--- config.mk ---
export PLATFORM = sky130hd
export DESIGN_NAME = seg_scan_controller
export DESIGN_NICKNAME = d
export VERILOG_FILES = /design/src/rtl/seg_pkg.sv /design/src/rtl/seg_decode.sv /design/src/rtl/seg_scan_controller.sv
export SDC_FILE = /design/constraint.sdc
export NUM_CORES = 1
export LEC_CHECK = 0
export BUFFER_PORTS_ARGS = -buffer_cell sky130_fd_sc_hd__buf_2
export CAP_MARGIN = 40
export CORE_MARGIN = 8
export CORE_UTILIZATION = 52
export DETAILED_ROUTE_END_ITERATION = 7
export GPL_TIMING_DRIVEN = 0
export HOLD_SLACK_MARGIN = 0.15
export PLACE_DENSITY_LB_ADDON = 0.08
export SETUP_SLACK_MARGIN = 0.3
export SYNTH_ARGS = -nofsm -noshare
export SYNTH_HDL_FRONTEND = slang
export SYNTH_SLANG_ARGS = --single-unit
--- constraint.sdc ---
create_clock -name clk -period 2.8 [get_ports clk]
set_input_delay 0.56 -clock clk [delete_from_list [all_inputs] [get_ports clk]]
set_output_delay 0.56 -clock clk [all_outputs]
set_load 0.01 [all_outputs]
--- src/rtl/seg_pkg.sv ---
// Shared constants for the stopwatch 7-segment scanner: active-low segment
// patterns {g,f,e,d,c,b,a}, scan FSM states and decode helpers.
package seg_pkg;

  localparam logic [6:0] SEG_0   = 7'h40;
  localparam logic [6:0] SEG_1   = 7'h79;
  localparam logic [6:0] SEG_2   = 7'h24;
  localparam logic [6:0] SEG_3   = 7'h30;
  localparam logic [6:0] SEG_4   = 7'h19;
  localparam logic [6:0] SEG_5   = 7'h12;
  localparam logic [6:0] SEG_6   = 7'h02;
  localparam logic [6:0] SEG_7   = 7'h78;
  localparam logic [6:0] SEG_8   = 7'h00;
  localparam logic [6:0] SEG_9   = 7'h10;
  localparam logic [6:0] SEG_OFF = 7'h7F;

  typedef enum logic {
    BLANK,
    DRIVE
  } state_t;

  // Non-decimal nibbles fall through to all segments off.
  function automatic logic [6:0] bcd_to_seg(input logic [3:0] bcd);
    case (bcd)
      4'd0:    return SEG_0;
      4'd1:    return SEG_1;
      4'd2:    return SEG_2;
      4'd3:    return SEG_3;
      4'd4:    return SEG_4;
      4'd5:    return SEG_5;
      4'd6:    return SEG_6;
      4'd7:    return SEG_7;
      4'd8:    return SEG_8;
      4'd9:    return SEG_9;
      default: return SEG_OFF;
    endcase
  endfunction

  // A digit is a leading zero when it and every higher digit are zero;
  // the rightmost digit always stays visible.
  function automatic logic lzb_blank(input logic [15:0] digits, input logic [1:0] sel);
    case (sel)
      2'd1:    return (digits[15:4] == 12'h000);
      2'd2:    return (digits[15:8] == 8'h00);
      2'd3:    return (digits[15:12] == 4'h0);
      default: return 1'b0;
    endcase
  endfunction

endpackage

--- src/rtl/seg_decode.sv ---
// Combinational BCD to active-low 7-segment decoder with a forced-blank input.
module seg_decode
  import seg_pkg::*;
(
  input  logic [3:0] bcd,
  input  logic       blank,
  output logic [6:0] seg
);

  always_comb begin
    seg = blank ? SEG_OFF : bcd_to_seg(bcd);
  end

endmodule

--- src/rtl/seg_scan_controller.sv ---
// Four-digit multiplexed display scanner with blanking dead-time and
// frame-aligned value commit. Define SEG_LZB_EN for leading-zero blanking.
module seg_scan_controller
  import seg_pkg::*;
#(
  parameter int unsigned BLANK_CYCLES = 16
) (
  input  logic        clk,
  input  logic        rst_n,
  input  logic        refresh_clk,
  input  logic        upd_valid,
  output logic        upd_ready,
  input  logic [15:0] upd_digits,
  input  logic [3:0]  upd_dp,
  output logic [3:0]  an,
  output logic [6:0]  seg,
  output logic        dp,
  output logic [1:0]  digit_sel,
  output logic        frame_done
);

  localparam logic [7:0] CNT_LOAD = 8'(BLANK_CYCLES - 1);

  state_t      state;
  logic [7:0]  cnt;
  logic        rf_prev;
  logic [15:0] act_digits;
  logic [15:0] pend_digits;
  logic [3:0]  act_dp;
  logic [3:0]  pend_dp;
  logic        pend_valid;

  logic        rf_edge;
  logic        advance;
  logic        wrap;
  logic        commit;
  logic        accept;
  logic [1:0]  next_sel;
  logic [15:0] next_digits;
  logic [3:0]  next_dp;
  logic [3:0]  nibble;
  logic        digit_blank;
  logic [6:0]  dec_seg;

  // The decoder looks at the value that will be active after this cycle, so
  // the first slot of a freshly committed frame already shows the new value.
  always_comb begin
    rf_edge     = refresh_clk & ~rf_prev;
    advance     = (state == DRIVE) && rf_edge;
    wrap        = advance && (digit_sel == 2'd3);
    commit      = wrap && pend_valid;
    accept      = upd_valid && upd_ready;
    next_sel    = advance ? digit_sel + 2'd1 : digit_sel;
    next_digits = commit ? pend_digits : act_digits;
    next_dp     = commit ? pend_dp : act_dp;
    nibble      = next_digits[{next_sel, 2'b00} +: 4];
`ifdef SEG_LZB_EN
    digit_blank = lzb_blank(next_digits, next_sel);
`else
    digit_blank = 1'b0;
`endif
  end

  seg_decode u_decode (
    .bcd   (nibble),
    .blank (digit_blank),
    .seg   (dec_seg)
  );

  always_ff @(posedge clk or negedge rst_n) begin
    if (!rst_n) begin
      state      <= BLANK;
      cnt        <= CNT_LOAD;
      digit_sel  <= 2'd0;
      rf_prev    <= 1'b1;
      an         <= 4'b1111;
      seg        <= SEG_OFF;
      dp         <= 1'b1;
      frame_done <= 1'b0;
    end else begin
      rf_prev    <= refresh_clk;
      frame_done <= wrap;
      case (state)
        // Edges that land here are simply dropped; the slot is not extended.
        BLANK: begin
          if (cnt == 8'd0) begin
            state <= DRIVE;
            an    <= ~(4'b0001 << digit_sel);
            seg   <= dec_seg;
            dp    <= ~next_dp[next_sel];
          end else begin
            cnt <= cnt - 8'd1;
          end
        end
        DRIVE: begin
          if (rf_edge) begin
            state     <= BLANK;
            cnt       <= CNT_LOAD;
            digit_sel <= next_sel;
            an        <= 4'b1111;
            seg       <= dec_seg;
            dp        <= ~next_dp[next_sel];
          end
        end
      endcase
    end
  end

  // Accept and commit never coincide: accepting needs an empty buffer,
  // committing needs a full one.
  always_ff @(posedge clk or negedge rst_n) begin
    if (!rst_n) begin
      act_digits  <= 16'h0000;
      act_dp      <= 4'b0000;
      pend_digits <= 16'h0000;
      pend_dp     <= 4'b0000;
      pend_valid  <= 1'b0;
      upd_ready   <= 1'b1;
    end else if (commit) begin
      act_digits <= pend_digits;
      act_dp     <= pend_dp;
      pend_valid <= 1'b0;
      upd_ready  <= 1'b1;
    end else if (accept) begin
      pend_digits <= upd_digits;
      pend_dp     <= upd_dp;
      pend_valid  <= 1'b1;
      upd_ready   <= 1'b0;
    end
  end

endmodule

# [Word level (Yosys, flattened, before mapping)]
# Memories as Yosys holds them, arrays and structs flattened.
# Cells that the tools add are included.
[word_totals] regBits=67 mem_bits_ro=112 in_bits=24 out_inout_bits=16 wordCells=64 mem_count=1
[mem_list] memory="(name not given)" depth=16 word_bits=7 rd=1 rd_ports_with_merged_regs=0 write_ports=0 line="seg_pkg.sv:24" text="case (bcd)"
[op_classes] add_sub_neg=2 order_cmp=1 n_eq_ne=4 shift=2 mux=24 bitwise_logic=6 reduce_logical=10
[ops] cell="16-bit 2-to-1 mux" count=1
[ops] cell="8-bit 2-to-1 mux" count=2
[ops] cell="8-bit one-hot mux with 2 select lines" count=1
[ops] cell="16-bit by 5-bit indexed part select with 4-bit output" count=1
[ops] cell="7-bit 2-to-1 mux" count=2
[ops] cell="7-bit one-hot mux with 2 select lines" count=1
[ops] cell="4-bit 2-to-1 mux" count=3
[ops] cell="1-bit 2-to-1 mux" count=9
[ops] cell="8-bit logical NOT" count=1
[ops] cell="4-bit one-hot mux with 2 select lines" count=1
[ops] cell="2-bit AND reduction" count=4
[ops] cell="8-bit by 1-bit subtractor with 8-bit output, second input constant" count=1
[ops] cell="1-bit logical AND" count=4
[ops] cell="2-bit inequality test, second input constant" count=2
[ops] cell="1-bit NOT" count=4
[ops] cell="4-bit NOT" count=1
[ops] cell="1-bit one-hot mux with 2 select lines" count=2
[ops] cell="1-bit by 2-bit left shift with 4-bit output, first input constant" count=1
[ops] cell="2-bit by 3-bit < comparator with 1-bit output, second input constant" count=1
[ops] cell="2-bit by 1-bit adder with 2-bit output, second input constant" count=1
[ops] cell="1-bit binary-select mux with 2-bit select" count=1
[ops] cell="2-bit equality test, second input constant" count=1
[ops] cell="2-bit 2-to-1 mux" count=1
[ops] cell="2-bit by 1-bit inequality test with 1-bit output, second input constant" count=1
[ops] cell="other kinds (2)" count=2

# [Logic depth before layout (Yosys ltp)]
[logic_depth] word_depth=11 depth_mapped=12 ltp_nobuf=10

# [Modules after synthesis]
# Synthesis repeated with hierarchy kept, for this count alone.
[hier_totals] hier_cells=238 area_unflattened_um2=3296.9
[by_module_without_submodules] mod="seg_scan_controller" n_inst=1 cells_per_inst=207 area_per_inst_um2=3061.7 seq_area_each_um2=1699.1
[by_module_without_submodules] mod="seg_decode" n_inst=1 cells_per_inst=31 area_per_inst_um2=235.2 seq_area_each_um2=0.0

# [Worst setup path before layout]
# No wires, ideal clock.
[synth_path] path_type="reg2reg" from="register digit_sel[0]" to="register seg[3]" setup_time_ns=0.089 t_arrival_ns=2.773 t_required_ns=2.711 slack_ns=-0.062 path_stages_with_launch=11 path_buffers=2 period_less_slack_ns=2.862 cell_sequence="dfrtp_1 > ha_1 > and4b_1 > buf_4 > nand2_4 > buf_6 > mux4_2 > mux2i_1 > ha_1 > nand2b_1 > a211oi_1"
[synth_between] elab_chain_len=8 elab_cells_between_ends=11 classes_between="1 x add/sub; 1 x eq/ne; 1 x shift; 5 x mux; 2 x reduce/logical; 1 x memory"
[synth_lines] item="from (decl)" line="seg_scan_controller.sv:18" text="output logic [1:0] digit_sel,"
[synth_lines] item="from (signal assigned)" line="seg_scan_controller.sv:99" text="digit_sel <= next_sel;"
[synth_lines] item="2-bit equality test *" line="seg_scan_controller.sv:50" text="wrap = advance && (digit_sel == 2'd3);"
[synth_lines] item="1-bit logical AND *" line="seg_scan_controller.sv:50"
[synth_lines] item="named net wrap" line="seg_scan_controller.sv:35" text="logic wrap;"
[synth_lines] item="1-bit logical AND *" line="seg_scan_controller.sv:51" text="commit = wrap && pend_valid;"
[synth_lines] item="16-bit 2-to-1 mux *" line="seg_scan_controller.sv:54" text="next_digits = commit ? pend_digits : act_digits;"
[synth_lines] item="16-bit by 5-bit indexed part select with 4-bit output *" line="seg_scan_controller.sv:56" text="nibble = next_digits[{next_sel, 2'b00} +: 4];"
[synth_lines] item="memory read 16 x 7 bit *"
[synth_lines] item="7-bit 2-to-1 mux, on equally long branches" line="seg_scan_controller.sv:96, seg_scan_controller.sv:86"
[synth_lines] item="7-bit one-hot mux with 2 select lines *" line="seg_scan_controller.sv:83" text="case (state)"
[synth_lines] item="to (signal assigned)" line="seg_scan_controller.sv:89" text="seg <= dec_seg;"
[synth_lines] item="to (signal assigned)" line="seg_scan_controller.sv:101" text="seg <= dec_seg;"
[synth_lines] item="to (decl)" line="seg_scan_controller.sv:16" text="output logic [6:0] seg,"
# Mark *: on every way through the listed nets, which the timed path passes. The rest lies on a longest branch. The select of a mux whose other input is x is not followed.
# A chain may end at the register's enable or synchronous reset.

# [Worst setup path in the final report]
[layout_path] from="register digit_sel[1]" to="register seg[3]"
# The elaborated chain is that of the path after synthesis.

==> summary.txt <==
Outcome
  • Result of the run: finished, final reports clean

Route
  • Residual DRC: 0
  • First-pass detailed-route iteration total: 4
  • Routed wire per std cell: 16.1 µm
  • Detail Route Antenna Nets: 0
  • Initial DRC Count: 69
  • Vias post-DR: 2184
  • Post-DR vias/cell: 5.42
  • Detailed Route WL: 6.48 mm

STA
  • Minimum clock period after layout: 2.69 ns
  • Number of failing setup endpoints in the final timing report: 0
  • Number of hold-slack violations in the final timing report: 0
  • Total negative slack: 0 ns
  • Layout Skew: 0.00979 ns
  • Portion of the clock cycle consumed by the worst path in the final layout: 96.2%
  • Number of max-slew violations in the final report: 0
  • Slew at the pin closest to its max-slew limit: 0.821 ns
  • Upper clock frequency limit: 371 MHz
  • Relative slew margins: 45.2%
  • Crit path setup slack, layout: 0.107 ns
  • Unrepaired setup endpoints after global routing: yes

Layout
  • Synth-to-layout area growth: 26.0%
  • Sequential cell area in the final layout: 1700 µm²
  • Count of inserted antenna diode cells: 0
  • Net count reported at finish: 358
  • Layout fillers: 443
  • Summed area of non-filler cells in the final layout: 4080 µm²
  • Share of final-layout standard cells stronger than drive strength 1: 52.7%
  • Final design utilization: 68.5%
  • Multi-input gate area in the final layout: 1590 µm²

Die
  • Num rows: 28
  • IO Count: 40
  • Die Wd: 94.9 µm
  • Total Die Area: 9010 µm²
  • Die H: 94.9 µm
  • Initial Util: 54.4%
  • Core Area: 5960 µm²

Place
  • Placement-stage cell area: 3580 µm²
  • Port buffer count: 39
  • Weighted congestion reported at the end of routability-driven placement: 0.755
  • Dpl hpwl: 4.24 mm
  • Setup Slack @ Placement: -0.0951 ns

CTS
  • Number of buffers added by the clock tree synthesis step: 9
  • Clock tree from TritonCTS: done
  • Max Buffers Root-to-Sink: 2
  • Number of buffers added to fix hold violations after cts: 0
  • Clock transition at path regs: 0.08 ns
  • CTS root buffer: sky130_fd_sc_hd__clkbuf_8
  • Clock latency of the later-clocked register in the worst-skew pair: 0.34 ns
  • Maximum level of the CTS H-tree: 3
  • CTS Sinks: 67

Power
  • Peak supply drop: 0.000522 V
  • Lkg Pwr: 0.00195 µW
  • Ratio of total power to cell area: 914 nW/µm²

Synth
  • Proportion of synthesized chip area in sequential cells: 52.5%
  • Number of nets produced by synthesis: 285
  • FFs w/ async S/R, synth: 100%
  • Post-synthesis instance total: 250
  • Post-Synthesis Mean Instance Area: 13.0 µm²
  • Prevailing post-synth register cell: sky130_fd_sc_hd__dfrtp_1
  • Warnings, synthesis: 0
  • Number of enable-type register cells in the synthesized netlist: 0
  • Number of flip-flops and latches in the synthesized netlist: 67
  • Mapped Area: 3240 µm²
  • Post-synthesis cell type count: 51

Worst setup path
  • Critical path launch point type: flip-flop
  • Cell count of the worst reg-to-reg path: 11
  • Worst-path fanout max: 5
  • Required time of the critical path: 3.06 ns
  • Endpoint type of the worst setup path: flip-flop
  • Critical Path AT: 2.95 ns
  • Setup Crit Path Kind: reg -> reg

Global routing
  • Pin count of the biggest net entering global routing: 68
  • Overall global routing resource usage: 15.6%
  • Overflow left after global routing: 0
  • Via count of the first global-routing pass: 2350
  • Global-route wire length before repair: 11.0 mm
  • Initial antenna violation count: 0

Worst hold path
  • Worst min-delay path class: in -> async

Run
  • Max-capacitance violation count: 0
[report_power, final]
group          internal [µW]  leakage [µW]  total [µW]  switching, µW
sequential              1290      0.000841        1470            173
combinational            763       0.00101        1530            768
clock                    364     0.0000949         730            366
[layout by cell type, fill, tap and decap left out, types with 2 or more instances in the layout]
cell type / netlist / layout
sky130_fd_sc_hd__inv_2: 0 / 2
sky130_fd_sc_hd__clkbuf_8: 0 / 11
sky130_fd_sc_hd__o21ai_0: 4 / 4
sky130_fd_sc_hd__mux2i_4: 1 / 3
sky130_fd_sc_hd__ha_1: 11 / 7
sky130_fd_sc_hd__clkbuf_1: 5 / 5
sky130_fd_sc_hd__nor3_1: 7 / 7
sky130_fd_sc_hd__mux2_2: 32 / 32
sky130_fd_sc_hd__a2111oi_2: 2 / 3
sky130_fd_sc_hd__a211oi_1: 4 / 2
sky130_fd_sc_hd__and3_1: 8 / 8
sky130_fd_sc_hd__nand2_1: 15 / 13
sky130_fd_sc_hd__xor2_1: 3 / 3
sky130_fd_sc_hd__a21oi_1: 7 / 6
sky130_fd_sc_hd__buf_1: 3 / 3
sky130_fd_sc_hd__or3_1: 2 / 2
sky130_fd_sc_hd__nor2_1: 13 / 13
sky130_fd_sc_hd__a21o_1: 8 / 8
sky130_fd_sc_hd__mux2i_1: 3 / 2
sky130_fd_sc_hd__inv_1: 9 / 7
sky130_fd_sc_hd__clkinv_2: 0 / 4
sky130_fd_sc_hd__a2111oi_1: 4 / 2
sky130_fd_sc_hd__nand2b_1: 2 / 2
sky130_fd_sc_hd__a2111oi_4: 0 / 3
sky130_fd_sc_hd__dfrtp_2: 0 / 2
sky130_fd_sc_hd__nand2_2: 0 / 2
sky130_fd_sc_hd__buf_6: 3 / 6
sky130_fd_sc_hd__a211oi_2: 0 / 2
sky130_fd_sc_hd__ha_4: 0 / 3
sky130_fd_sc_hd__buf_2: 0 / 38
sky130_fd_sc_hd__dfrtp_1: 49 / 47
sky130_fd_sc_hd__xnor2_1: 3 / 3
sky130_fd_sc_hd__dfstp_2: 18 / 18
sky130_fd_sc_hd__buf_4: 1 / 20
sky130_fd_sc_hd__mux4_2: 6 / 6
[critical path, stage by stage (launching register included)]
cell and delay, ns:
sky130_fd_sc_hd__dfrtp_2 0.43, sky130_fd_sc_hd__ha_4 0.17, sky130_fd_sc_hd__and4b_2 0.23, sky130_fd_sc_hd__buf_6 0.14, sky130_fd_sc_hd__nand2_8 0.06, sky130_fd_sc_hd__buf_8 0.12, sky130_fd_sc_hd__mux4_2 0.54, sky130_fd_sc_hd__mux2i_4 0.19
sky130_fd_sc_hd__buf_6 0.13, sky130_fd_sc_hd__ha_1 0.25, sky130_fd_sc_hd__nand2b_1 0.17, sky130_fd_sc_hd__a211oi_2 0.20
[Yosys cell counts, drive strengths merged (2+ instances only)]
| library cell | number | area (µm²) |
|---|---|---|
| mux2 | 33 | 372 |
| nor2 | 13 | 48.8 |
| buf | 7 | 52.6 |
| or4 | 2 | 18.8 |
| xnor2 | 4 | 53.8 |
| mux2i | 5 | 66.3 |
| nand2b | 2 | 12.5 |
| dfrtp | 49 | 1230 |
| inv | 11 | 48.8 |
| a211oi | 4 | 30.0 |
| and3 | 8 | 50.1 |
| nand2 | 16 | 67.6 |
| a21oi | 7 | 35.0 |
| dfstp | 18 | 473 |
| a2111oi | 8 | 87.6 |
| o21ai | 4 | 20.0 |
| nor4 | 3 | 31.3 |
| clkbuf | 5 | 18.8 |
| a21o | 8 | 60.1 |
| xor2 | 3 | 26.3 |
| nor3 | 7 | 35.0 |
| or3 | 2 | 12.5 |
| ha | 11 | 138 |
| mux4 | 6 | 135 |
[registers in the layout, indices dropped and copies added (netlist names)]
| register | count |
|---|---|
| act_digits | 16 |
| act_dp | 4 |
| an | 4 |
| cnt | 8 |
| digit_sel | 2 |
| dp | 1 |
| frame_done | 1 |
| pend_digits | 16 |
| pend_dp | 4 |
| pend_valid | 1 |
| rf_prev | 1 |
| seg | 7 |
| state | 1 |
| upd_ready | 1 |
[layout make-up]
type | count | share of cell area, %
Sequential cell | 67 | 41.7
Inverter | 11 | 1.20
Clock buffer | 11 | 3.71
Tap cell | 75 | 2.30
Buffer | 12 | 1.93
Timing Repair Buffer | 62 | 9.66
Clock inverter | 5 | 0.674
Multi-Input combinational cell | 160 | 38.8
[cell families after synthesis]
group	count (synthesis)	share of synthesized area [%]
AO/OA/AOI/OAI	37	8.89
XOR/XNOR	7	2.47
adder cells (fa/ha/maj)	11	4.25
buffers and inverters	23	3.71
flip-flops	67	52.5
multiplexers	44	17.7
AND/OR/NAND/NOR	61	10.5
[metrics by stage]
stage | hold slack [ns] | cells | total power [µW]
after floorplan | 0.264 | 250 | 2340
after global placement | 0.458 | 364 | 2640
after detailed placement | 0.462 | 365 | 2680
after CTS | 0.329 | 400 | 3670
after global routing | 0.323 | 403 | 3980
final | 0.318 | 403 | 3730
[per-layer routing]
| metal | part of all wire (%) | up-vias | routed length [µm] | track usage (%) |
|---|---|---|---|---|
| met5 | 0 | - | 0 | 0 |
| met4 | 2.0 | 0 | 129 | 7.28 |
| met3 | 4.5 | 13 | 290 | 3.41 |
| met2 | 48 | 48 | 3120 | 25.6 |
| met1 | 45 | 1073 | 2940 | 19.3 |
| li1 | - | 1050 | - | - |
[path summary, 6_finish.rpt]
| path | from | end | slack [ns] |
|---|---|---|---|
| worst max-delay path | digit_sel[1] | seg[3] | 0.11 |
| worst min register to register | dp | dp | 0.48 |
| worst max register to register | digit_sel[1] | seg[3] | 0.11 |
| max in group asynchronous | rst_n | digit_sel[1] | 1.90 |
| min in group clk | refresh_clk | rf_prev | 0.34 |
| worst min-delay path | rst_n | act_digits[3] | 0.32 |
[repair_timing]
action	in CTS	in global routing
resized for setup	17	10
pin swaps	7	4
endpoints found under the setup margin	7	7
buffers inserted	19	3
(Power assumes the default switching activity.)
